--- config.mk ---
export PLATFORM = sky130hd
export DESIGN_NAME = maxpool_2x2_stream
export DESIGN_NICKNAME = d
export VERILOG_FILES = /design/src/rtl/maxpool_2x2_stream.sv
export SDC_FILE = /design/constraint.sdc
export NUM_CORES = 1
export LEC_CHECK = 0
export BUFFER_PORTS_ARGS = -buffer_cell sky130_fd_sc_hd__buf_4
export CORE_MARGIN = 10
export CORE_UTILIZATION = 40
export CTS_CLUSTER_DIAMETER = 100
export DETAILED_ROUTE_END_ITERATION = 10
export SYNTH_ARGS = -nofsm -noshare
export SYNTH_HDL_FRONTEND = slang
export SYNTH_SLANG_ARGS = --single-unit
--- constraint.sdc ---
create_clock -name clk -period 5.4 [get_ports clk]
set_input_delay 1.08 -clock clk [delete_from_list [all_inputs] [get_ports clk]]
set_output_delay 1.08 -clock clk [all_outputs]
set_load 0.01 [all_outputs]
--- src/rtl/maxpool_2x2_stream.sv ---
// Streaming 2x2 / stride-2 max-pool over IEEE-754 single-precision pixels.
// Horizontal pair maxima of even rows are kept in a half-width row buffer.
module maxpool_2x2_stream #(
  parameter int IN_W = 4,
  parameter int IN_H = 4
) (
  input  logic        clk,
  input  logic        rst,
  input  logic        in_valid,
  input  logic [31:0] in_data,
  input  logic        in_sof,
  output logic        out_valid,
  output logic [31:0] out_data,
  output logic        out_sof
);

  localparam int DEPTH = IN_W / 2;
  localparam int CW    = (IN_W > 2) ? $clog2(IN_W) : 1;
  localparam int RW    = (IN_H > 2) ? $clog2(IN_H) : 1;
  localparam int AW    = (DEPTH > 1) ? $clog2(DEPTH) : 1;

  localparam logic [CW-1:0] COL_LAST = CW'(IN_W - 1);
  localparam logic [RW-1:0] ROW_LAST = RW'(IN_H - 1);

  if ((IN_W < 2) || ((IN_W % 2) != 0) || (IN_H < 2) || ((IN_H % 2) != 0)) begin : g_cfg_err
    $error("maxpool_2x2_stream: IN_W and IN_H must be even and >= 2");
  end

  // Sign-magnitude max; operand a is the earlier one in raster order and wins ties.
  function automatic logic [31:0] fp_max(input logic [31:0] a, input logic [31:0] b);
    logic b_wins;
    b_wins = 1'b0;
    if ((a[30:0] == '0) && (b[30:0] == '0))
      b_wins = 1'b0;
    else if (!a[31] && !b[31])
      b_wins = (b[30:0] > a[30:0]);
    else if (a[31] && b[31])
      b_wins = (b[30:0] < a[30:0]);
    else
      b_wins = a[31];
    return b_wins ? b : a;
  endfunction

  logic [CW-1:0] col;
  logic [RW-1:0] row;
  logic [31:0]   hold;
  logic          sof_pending;
  logic [31:0]   rowbuf [DEPTH];

  logic [CW-1:0] eff_col;
  logic [RW-1:0] eff_row;
  logic [AW-1:0] rb_idx;
  logic          at_origin;
  logic          odd_col;
  logic          odd_row;
  logic [31:0]   h_max;
  logic [31:0]   win_max;

  // in_sof forces the beat to (0,0); stale hold/rowbuf data is then overwritten
  // before it can be read, which discards any partial window.
  always_comb begin
    eff_col   = in_sof ? '0 : col;
    eff_row   = in_sof ? '0 : row;
    rb_idx    = AW'(eff_col >> 1);
    at_origin = (eff_col == '0) && (eff_row == '0);
    odd_col   = eff_col[0];
    odd_row   = eff_row[0];
    h_max     = fp_max(hold, in_data);
    win_max   = fp_max(rowbuf[rb_idx], h_max);
  end

  always_ff @(posedge clk) begin
    if (!rst) begin
      col         <= '0;
      row         <= '0;
      hold        <= '0;
      sof_pending <= 1'b0;
      out_valid   <= 1'b0;
      out_data    <= '0;
      out_sof     <= 1'b0;
    end else begin
      out_valid <= 1'b0;
      out_sof   <= 1'b0;
      if (in_valid) begin
        if (eff_col == COL_LAST) begin
          col <= '0;
          row <= (eff_row == ROW_LAST) ? '0 : eff_row + RW'(1);
        end else begin
          col <= eff_col + CW'(1);
          row <= eff_row;
        end

        if (!odd_col)
          hold <= in_data;

        if (at_origin)
          sof_pending <= 1'b1;
        else if (odd_col && odd_row)
          sof_pending <= 1'b0;

        if (odd_col && odd_row) begin
          out_valid <= 1'b1;
          out_data  <= win_max;
          out_sof   <= sof_pending;
        end
      end
    end
  end

  always_ff @(posedge clk) begin
    if (rst && in_valid && odd_col && !odd_row)
      rowbuf[rb_idx] <= h_max;
  end

endmodule

==> results.cfg <==
[run_status]
status = completed

[timing]
skew_ns = 0.0103
max_freq_ghz = 0.194
slew_viol_final = 0
grt_setup_unrepaired = no
timing.final.crit_share_pct = 95.3
min_period_ns = 5.14
fin_setup_tns_ns = 0
timing_worst_slew_pin_value_ns = 0.654
hold_viol_final = 0
setup_viol = 0
hold-worst-slack_ns = 0.484
timing.slew.headroom_pct = 56.3

[global_route]
grt_usage_pct = 18.5
antenna_found_initial = 0
grt_max_degree = 59
grt_pass1_vias = 7569
grt_pass1_wl_mm = 42.1
grt_overflow = 0

[finish]
area_growth_pct = 28.4
antenna_cells = 0
drive_gt1_share_pct = 26.6
fin_nets = 1195

[detailed_routing]
num_vias = 7664
drt_iter0_drc = 618
wl_per_cell_um = 18.8
vias_per_cell = 5.55
drcViolationCount = 0
dr.pass1.iters = 5
ant_nets = 0
routed_wl_mm = 26.0

[pwr]
p_per_area_nw_per_um2 = 273
peakVddDrop_v = 0.000235
leakage_nw = 4.42

[clocking]
htree_levels = 4
path_clk_slew_ns = 0.06
cts_made_buffers = 17
cts_tree = yes
clock-sinks = 135
clk_latency_ns = 0.43
clock_path_buffers = 2
post_cts_buffers = 0
root_buffer = clkbuf_16

[die]
die_w_um = 166
initial_core_util_pct = 40.7
die_h_um = 166
rows = 53
pin_count = 70
core_um2 = 21000
die_area_um2 = 27600

[worst_setup_path]
r2r_end = out_data[15]
cp_cell_sequence = buf_4 > ha_1 > buf_4 > a21oi_1 > o21ai_0 > a22oi_1 > and2_4 > buf_4 > a211oi_1 > a211oi_1 > buf_4 > inv_1 > ha_1 > nand2_1 > nor4_4 > nand3_1 > a211o_1 > a311o_1 > o211ai_4 > buf_12 > o221ai_1
crit_type = in -> reg
crit_arrival_ns = 5.44
reg2reg_slack_ns = 0.53
crit_fanout = 22
required_ns = 5.69
slowest_stage = a211oi_1
cp-start-kind = input pin
cp_common_cell = buf_4
slowest_delay_ns = 0.49
worst-r2r-cell-count = 21
critPathCaptureType = flip-flop
r2r_start = hold[22]

[place]
dp_hpwl_mm = 19.1
globalplace.congestion = 0.907
portBuffers = 69

[min_path]
worstHoldStart = col[0]
min_path_cells = 1
hold_class = reg -> reg
whs_endpoint = col[0]

[synthesis]
synth_seq_cells = 135
yosysUniqueCellTypes = 54
synthesis.instances = 919
syn_area_um2 = 8560
synth-seq-area-share_pct = 39.1
synthesis.nets = 1020
avgSynthCellArea_um2 = 9.31
synth_warnings = 0

[flow_run]
max_cap_viol_count = 0
Yosys cell counts (all sizes together):
cell type,instances,area share (%)
a22o,1,0.12
mux2,1,0.13
o221ai,33,4.5
or4,1,0.088
nand3,41,2.4
a21o,2,0.18
o21ai,12,0.75
clkbuf,41,1.8
dfxtp,71,17
a31oi,2,0.15
nor3,5,0.29
nor2b,4,0.29
a211oi,63,6.2
o211a,3,0.35
o211ai,2,0.23
and3,4,0.29
a32o,31,3.6
o31ai,1,0.088
o21a,3,0.35
buf,22,1.8
nand4,22,1.7
and2,33,2.4
a22oi,2,0.23
nor4,24,2.5
nand2b,5,0.37
a221oi,1,0.10
inv,73,3.2
a311o,1,0.12
nand3b,1,0.088
a211o,3,0.31
nor2,73,3.2
nand2,115,5.0
edfxtp,64,22
ha,65,9.5
mux2i,32,3.7
a221o,1,0.12
o31a,1,0.10
a32oi,3,0.31
a21oi,25,1.5
a21boi,32,2.8
sequential cells by signal, summed over array words and instances (netlist names):
name and cells:
hold 32, sof_pending 1, row 2, out_sof 1
col 2, out_data 32, out_valid 1, rowbuf 64
area by class of cell:
cell class,instances,area [um2]
clock buffers,19,433
clock inverters,13,179
fillers,1922,10000
inverters,73,274
multi-input cells,648,4690
flip-flops and latches,135,3340
well taps,275,344
repair buffers,219,1730
worst max-delay path by stage:
| stage | from | to | slack [ns] | depth (start not counted) |
|---|---|---|---|---|
| after floorplan | in_sof | rowbuf[0][0] | 0.21 | 4 |
| after global placement | in_data[16] | out_data[19] | -0.24 | 20 |
| after detailed placement | in_data[29] | out_data[18] | -0.31 | 20 |
| after CTS | in_data[29] | out_data[15] | 0.12 | 20 |
| after global routing | in_data[18] | out_data[15] | 0.02 | 20 |
| final | in_data[22] | out_data[15] | 0.26 | 21 |
timing repair:
item	CTS	global route
hold buffers	0	0
gates resized for setup	0	3
setup endpoints to repair	0	31
layer usage:
| metal | vias to the layer above | GRT usage (%) | share of wire (%) | routed length, um |
|---|---|---|---|---|
| li1 | 3759 | - | - | - |
| met1 | 3665 | 24.8 | 47 | 12200 |
| met2 | 207 | 29.6 | 46 | 12100 |
| met3 | 33 | 3.15 | 4.8 | 1250 |
| met4 | 0 | 5.84 | 1.9 | 483 |
| met5 | - | 0 | 0 | 0 |
critical path: cells and delay by family:
kind                     cells  cell delay [ns]
AO/OA/AOI/OAI                9             2.06
AND/OR/NAND/NOR              4             0.76
buffers and inverters        6             0.96
adder cells (fa/ha/maj)      2             0.57
kinds of logic after synthesis:
logic type,after synthesis,share of synthesized area [%]
and+or+nand+nor,328,18.7
AOI/OAI and AO/OA,222,22.1
buffers and inverters,136,6.83
DFF,135,39.1
adders and majority gates,65,9.50
muxes,33,3.87
metrics by stage:
stage	instances	instance area (um2)	util (%)	setup slack [ns]	total power, mW
floorplan	919	8560	-	0.214	1.46
global placement	1350	10400	49.3	-0.239	1.77
detailed placement	1350	10400	49.3	-0.311	1.77
CTS	1382	11000	52.2	0.118	3.00
global route	1382	11000	52.3	0.0232	3.11
finish	1382	11000	52.3	0.256	3.00
cells in the final DEF (no fill, tap or decap), drive strengths merged, types with 3 or more instances in the layout:
master	n
nor2b	4
nor3	5
a211oi	63
bufinv	4
nor4	24
o21a	3
edfxtp	64
dfxtp	71
clkinv	5
buf	219
a21oi	25
o211a	3
o221ai	33
a211o	3
ha	65
a32oi	3
nand4	22
clkinvlp	3
a32o	31
nand2	115
nand3	41
o21ai	12
nor2	73
a21boi	32
and3	4
inv	74
clkbuf	19
and2	33
nand2b	5
mux2i	32
report_power, final:
part	switching, mW	internal [mW]
registers	0.0193	1.11
logic	0.345	0.293
clock network	0.463	0.770
total	0.827	2.17
(Power assumes the default switching activity.)
